===== src/rtl/timer_pkg.sv =====
// Shared types, defaults and the round-robin pick used by the timer scheduler.
package timer_pkg;

  typedef enum logic [1:0] {IDLE, RUN, DONE} timer_state_t;

  localparam int NUM_REQ_DEFAULT   = 4;
  localparam int CNT_WIDTH_DEFAULT = 16;
  // Widest requester vector rr_pick handles; narrower vectors are zero-extended.
  localparam int RR_MAX            = 8;

  // First set bit searching from ptr+1 upward with wrap. Scanning offsets from
  // far to near lets the nearest hit overwrite the others. With no bit set,
  // ptr comes back unchanged.
  function automatic logic [2:0] rr_pick(input logic [RR_MAX-1:0] req,
                                         input logic [2:0]        ptr,
                                         input int                nreq);
    logic [2:0] pick;
    logic [2:0] idx;
    pick = ptr;
    for (int k = RR_MAX; k >= 1; k--) begin
      if (k <= nreq) begin
        idx = 3'((int'(ptr) + k) % nreq);
        if (req[idx]) pick = idx;
      end
    end
    return pick;
  endfunction

endpackage


===== src/rtl/timer_scheduler_delay_counter.sv =====
// Loadable down-counter that stops at zero; flags the last counted cycle.
module delay_counter #(
  parameter int CNT_WIDTH = 16
) (
  input  logic                 clock,
  input  logic                 reset,
  input  logic                 load,
  input  logic [CNT_WIDTH-1:0] load_val,
  input  logic                 en,
  output logic [CNT_WIDTH-1:0] count,
  output logic                 at_one
);

  logic [CNT_WIDTH-1:0] count_q, count_d;

  // Next count: load wins over decrement; never step below zero.
  always_comb begin
    count_d = count_q;
    if (load)                     count_d = load_val;
    else if (en && count_q != '0) count_d = count_q - 1'b1;
  end

  // Count register.
  always_ff @(posedge clock) begin
    if (reset) count_q <= '0;
    else       count_q <= count_d;
  end

  assign count  = count_q;
  assign at_one = (count_q == CNT_WIDTH'(1));

endmodule


===== src/rtl/timer_scheduler.sv =====
// One countdown timer shared round-robin among NUM_REQ requesters.
module timer_scheduler
  import timer_pkg::*;
#(
  parameter int NUM_REQ   = NUM_REQ_DEFAULT,
  parameter int CNT_WIDTH = CNT_WIDTH_DEFAULT,
  localparam int ID_W     = $clog2(NUM_REQ)
) (
  input  logic                         clock,
  input  logic                         reset,
  input  logic [NUM_REQ-1:0]           req,
  input  logic [NUM_REQ*CNT_WIDTH-1:0] req_duration,
  input  logic                         abort,
  output logic [NUM_REQ-1:0]           grant,
  output logic [NUM_REQ-1:0]           done_signal,
  output logic                         busy,
  output logic [ID_W-1:0]              active_id
);

  timer_state_t         state_q, state_d;
  logic [ID_W-1:0]      ptr_q, ptr_d;
  logic [ID_W-1:0]      owner_q, owner_d;
  logic [NUM_REQ-1:0]   grant_q, grant_d;
  logic [NUM_REQ-1:0]   done_q, done_d;
  logic                 busy_q, busy_d;

  logic                 cnt_load, cnt_en, cnt_at_one;
  logic [CNT_WIDTH-1:0] cnt_val, cnt_load_val, win_dur;
  logic [ID_W-1:0]      winner;

  assign winner       = ID_W'(rr_pick(RR_MAX'(req), 3'(ptr_q), NUM_REQ));
  assign win_dur      = req_duration[winner*CNT_WIDTH +: CNT_WIDTH];
  // Zero means "as short as possible", which is one cycle.
  assign cnt_load_val = (win_dur == '0) ? CNT_WIDTH'(1) : win_dur;

  delay_counter #(.CNT_WIDTH(CNT_WIDTH)) u_cnt (
    .clock    (clock),
    .reset    (reset),
    .load     (cnt_load),
    .load_val (cnt_load_val),
    .en       (cnt_en),
    .count    (cnt_val),
    .at_one   (cnt_at_one)
  );

  // Next-state and output decode. DONE also arbitrates so a new grant can
  // follow the done pulse directly (ptr already points at the finished owner).
  always_comb begin
    state_d  = state_q;
    ptr_d    = ptr_q;
    owner_d  = owner_q;
    grant_d  = '0;
    done_d   = '0;
    busy_d   = busy_q;
    cnt_load = 1'b0;
    cnt_en   = 1'b0;
    case (state_q)
      IDLE, DONE: begin
        if (|req) begin
          state_d  = RUN;
          grant_d  = NUM_REQ'(1) << winner;
          owner_d  = winner;
          busy_d   = 1'b1;
          cnt_load = 1'b1;
        end else begin
          state_d  = IDLE;
        end
      end
      RUN: begin
        if (abort) begin
          // Abort beats expiry when both land on the same cycle.
          state_d = IDLE;
          busy_d  = 1'b0;
          ptr_d   = owner_q;
        end else if (cnt_at_one || cnt_val == '0) begin
          state_d = DONE;
          done_d  = NUM_REQ'(1) << owner_q;
          busy_d  = 1'b0;
          ptr_d   = owner_q;
        end else begin
          cnt_en  = 1'b1;
        end
      end
      default: state_d = IDLE;
    endcase
  end

  // State and registered outputs; reset drops any delay in flight silently.
  always_ff @(posedge clock) begin
    if (reset) begin
      state_q <= IDLE;
      ptr_q   <= '0;
      owner_q <= '0;
      grant_q <= '0;
      done_q  <= '0;
      busy_q  <= 1'b0;
    end else begin
      state_q <= state_d;
      ptr_q   <= ptr_d;
      owner_q <= owner_d;
      grant_q <= grant_d;
      done_q  <= done_d;
      busy_q  <= busy_d;
    end
  end

  assign grant       = grant_q;
  assign done_signal = done_q;
  assign busy        = busy_q;
  assign active_id   = owner_q;

endmodule


===== config.mk =====
export PLATFORM = sky130hd
export DESIGN_NAME = timer_scheduler
export DESIGN_NICKNAME = d
export VERILOG_FILES = /design/src/rtl/timer_pkg.sv /design/src/rtl/timer_scheduler_delay_counter.sv /design/src/rtl/timer_scheduler.sv
export SDC_FILE = /design/constraint.sdc
export NUM_CORES = 1
export LEC_CHECK = 0
export BUFFER_PORTS_ARGS = -buffer_cell sky130_fd_sc_hd__buf_2
export CAP_MARGIN = 0
export CORE_UTILIZATION = 40
export CTS_CLUSTER_DIAMETER = 120
export DETAILED_ROUTE_END_ITERATION = 6
export PLACE_DENSITY_LB_ADDON = 0.3
export SLEW_MARGIN = 20
export SYNTH_ARGS = -nofsm -noshare
export SYNTH_HDL_FRONTEND = slang
export SYNTH_SLANG_ARGS = --single-unit

===== constraint.sdc =====
create_clock -name clock -period 2.5 [get_ports clock]
set_clock_uncertainty 0.2 [all_clocks]
set_input_delay 0.375 -clock clock [delete_from_list [all_inputs] [get_ports clock]]
set_output_delay 0.375 -clock clock [all_outputs]
set_load 0.02 [all_outputs]

==> results.cfg <==
[floorplanning]
core_area_um2 = 5140
die_x_um = 75.33
initial_core_util = 0.4185
die-area_um2 = 5675
io_pins = 82
rows = 26
die_h_um = 75.33

[global_route]
antenna_found_initial = 0
grt_max_degree = 21
first_global_vias = 2185
grt_pass1_wl_mm = 9.446
grt_usage = 0.2210
gr-total-overflow = 0

[clock_network]
post_cts_buffers = 0
clk_latency_ns = 0.28
clk_pin_slew_ns = 0.06
hold_buffers = 0
htreeDepth = 2
cts_sinks = 31
root_buffer = clkbuf_8
cts_inserted_buffers = 5
cts_tree = done
cts_buffer_depth = 2

[power]
power_frac_seq = 0.374
p_comb_frac = 0.329
finalPower_w = 0.001564
swShare = 0.3118
power.switching_w = 0.0004878
clkPwrFrac = 0.297
p_per_area_nw_per_um2 = 552.0
p_leak_nw = 1.300
p_int_w = 0.001077
peakVddDrop_v = 0.0003419

[sta]
relSlewSlack = 0.7173
setup_viol = 0
setup_tns_ns = 0
min_period_over_period = 0.9464
period_minus_slack_ns = 2.366
fmax_mhz = 422.7
fin_ws_ns = 0.1341
worstMarginPinSlew_ns = 0.4202
finalHoldViolations = 0
rsz0062_at_grt = false
slew_violations = 0

[worst_setup_path]
critPathKind = reg -> reg
critical_path.top_delay_family = simple AND/OR/NAND/NOR gates
worstPathCellList = nand2b_1, o211ai_1, and2_4, mux2i_1, mux2i_1, or4_4, o31ai_2
cp_common_cell = mux2i_1
critPathSlowestCell = or4_4
worst_ep_required_time_ns = 2.50
critPathMaxFanout = 18
slowest_delay_ns = 0.55
crit_arrival_ns = 2.37
regToRegSetupSlack_ns = 0.13
end_kind = flop
start_kind = flop
critPathBufInv = 0

[routing]
drc = 0
ant_nets = 0
vias = 2289
drtIter0Drc = 132
first_pass_iters = 4
routed_via_density = 5.399
wl_per_cell_um = 13.38
wl_mm = 5.674

[yosys]
synthesis.area_um2 = 2151
synth_flop_cell = dfxtp_1
ys_seq_elements = 31
ys_seq_area_frac = 0.2885
async_reset_ff_frac = 0
synthCells = 260
ys.warnings.count = 0
yosysUniqueCellTypes = 49
synth-edff-count = 0
syn-num-nets = 334
synth.avg_cell_area_um2 = 8.272

[placed_design]
place_inst = 417
pre_cts_slack_ns = 0.05065
port_buffers = 81
dp_hpwl_mm = 4.582
gp_congestion = 0.8525

[layout]
n_antenna_cell = 0
fin_util = 0.5514
final_cell_count_no_fill = 424
drive_gt1_frac = 0.3305
nets = 428
area_growth_pct = 31.76

[hold_path]
hold_path_class = reg -> reg

[status]
status = completed

[job]
maxCapViolCount = 0
synthesized netlist by cell type (3+ instances only):
master,count,area share
ha_1,3,0.017
nand4_1,3,0.0087
nand2b_1,4,0.012
dfxtp_1,31,0.29
o21ai_1,3,0.0070
a21boi_0,4,0.014
and3_1,5,0.015
o211ai_1,3,0.010
inv_1,7,0.012
o21ai_0,8,0.019
xnor2_1,8,0.033
mux2i_1,38,0.18
buf_6,3,0.016
a211oi_1,12,0.042
a31oi_1,3,0.0087
nor4_1,9,0.026
nand2_1,19,0.033
nor3_1,6,0.014
nand3_1,5,0.012
or4_1,3,0.010
a21oi_1,14,0.033
clkbuf_1,7,0.012
nor2_1,29,0.051
through the flow:
step | hold WS [ns] | area, um^2
2_1_floorplan | 0.2367 | 2151
3_3_place_gp | 0.2531 | 2719
3_5_place_dp | 0.2613 | 2719
4_1_cts | 0.2713 | 2821
5_1_grt | 0.2839 | 2834
6_report | 0.2769 | 2834
worst min-delay path: stages (launching register included):
cell	delay, ns
dfxtp_1	0.32
inv_1	0.06
a21oi_1	0.05
kinds of logic (layout without fill, tap and decap cells):
family / after synthesis / after routing / share of synthesized area
XOR/XNOR: 9 / 9 / 0.03665
adder cells (fa/ha/maj): 3 / 3 / 0.01745
flip-flops: 31 / 31 / 0.2885
AO/OA/AOI/OAI: 63 / 63 / 0.2013
buffers and inverters: 22 / 116 / 0.05178
AND/OR/NAND/NOR: 91 / 91 / 0.2118
multiplexers: 41 / 41 / 0.1926
final cells by class:
class                      instances  area [um^2]
clock buffer                       6        72.57
inverter                           8        30.03
fill                             511         2306
timing repair buffer             101        563.0
clock inverter                     1        30.03
multi-input combinational        207         1430
sequential                        31        620.6
tap                               70        87.58
flip-flops by register name, indices dropped and copies added (netlist names):
signal / count
ptr_q: 2
active_id: 2
busy: 1
done_signal: 4
grant: 4
u_cnt.count: 16
state_q: 2
routing by layer:
layer | track usage | wire length (um) | part of all wire
met1 | 0.2559 | 2491 | 0.44
met2 | 0.3998 | 2845 | 0.50
met3 | 0.04630 | 220 | 0.039
met4 | 0.08230 | 116 | 0.020
met5 | 0 | 0 | 0
power groups by stage:
stage | Sequential, W | Combinational, W | Clock (W)
6_report | 0.000585 | 0.000515 | 0.000464
4_1_cts | 0.000585 | 0.000514 | 0.000477
2_1_floorplan | 0.000597 | 0.000330 | 0
5_1_grt | 0.000592 | 0.000572 | 0.000501
3_3_place_gp | 0.000594 | 0.000504 | 0
3_5_place_dp | 0.000595 | 0.000510 | 0
worst paths after layout:
path / from / to / cells past startpoint
max reg2reg: ptr_q[0] / u_cnt.count[0] / 7
min: u_cnt.count[7] / u_cnt.count[7] / 2
max: ptr_q[0] / u_cnt.count[0] / 7
min reg2reg: u_cnt.count[7] / u_cnt.count[7] / 2
cell usage in the layout, fill, tap and decap left out, types with 5 or more instances in the layout:
cell type  instances
nand2_1           19
nand3_1            5
nor3_1             5
dfxtp_1           31
a21oi_1           14
buf_2             81
a211oi_1          12
and3_1             5
inv_1              7
buf_4             18
o21ai_0            8
nor2_1            29
mux2i_1           38
clkbuf_8           5
nor4_1             9
xnor2_1            8
what timing repair did:
item / 4_1_cts / 5_1_grt
hold endpoints to repair: 0 / 0
endpoints found under the setup margin: 0 / 2
gates resized for setup: 0 / 3
No activity file was read; power rests on OpenSTA's default activity.
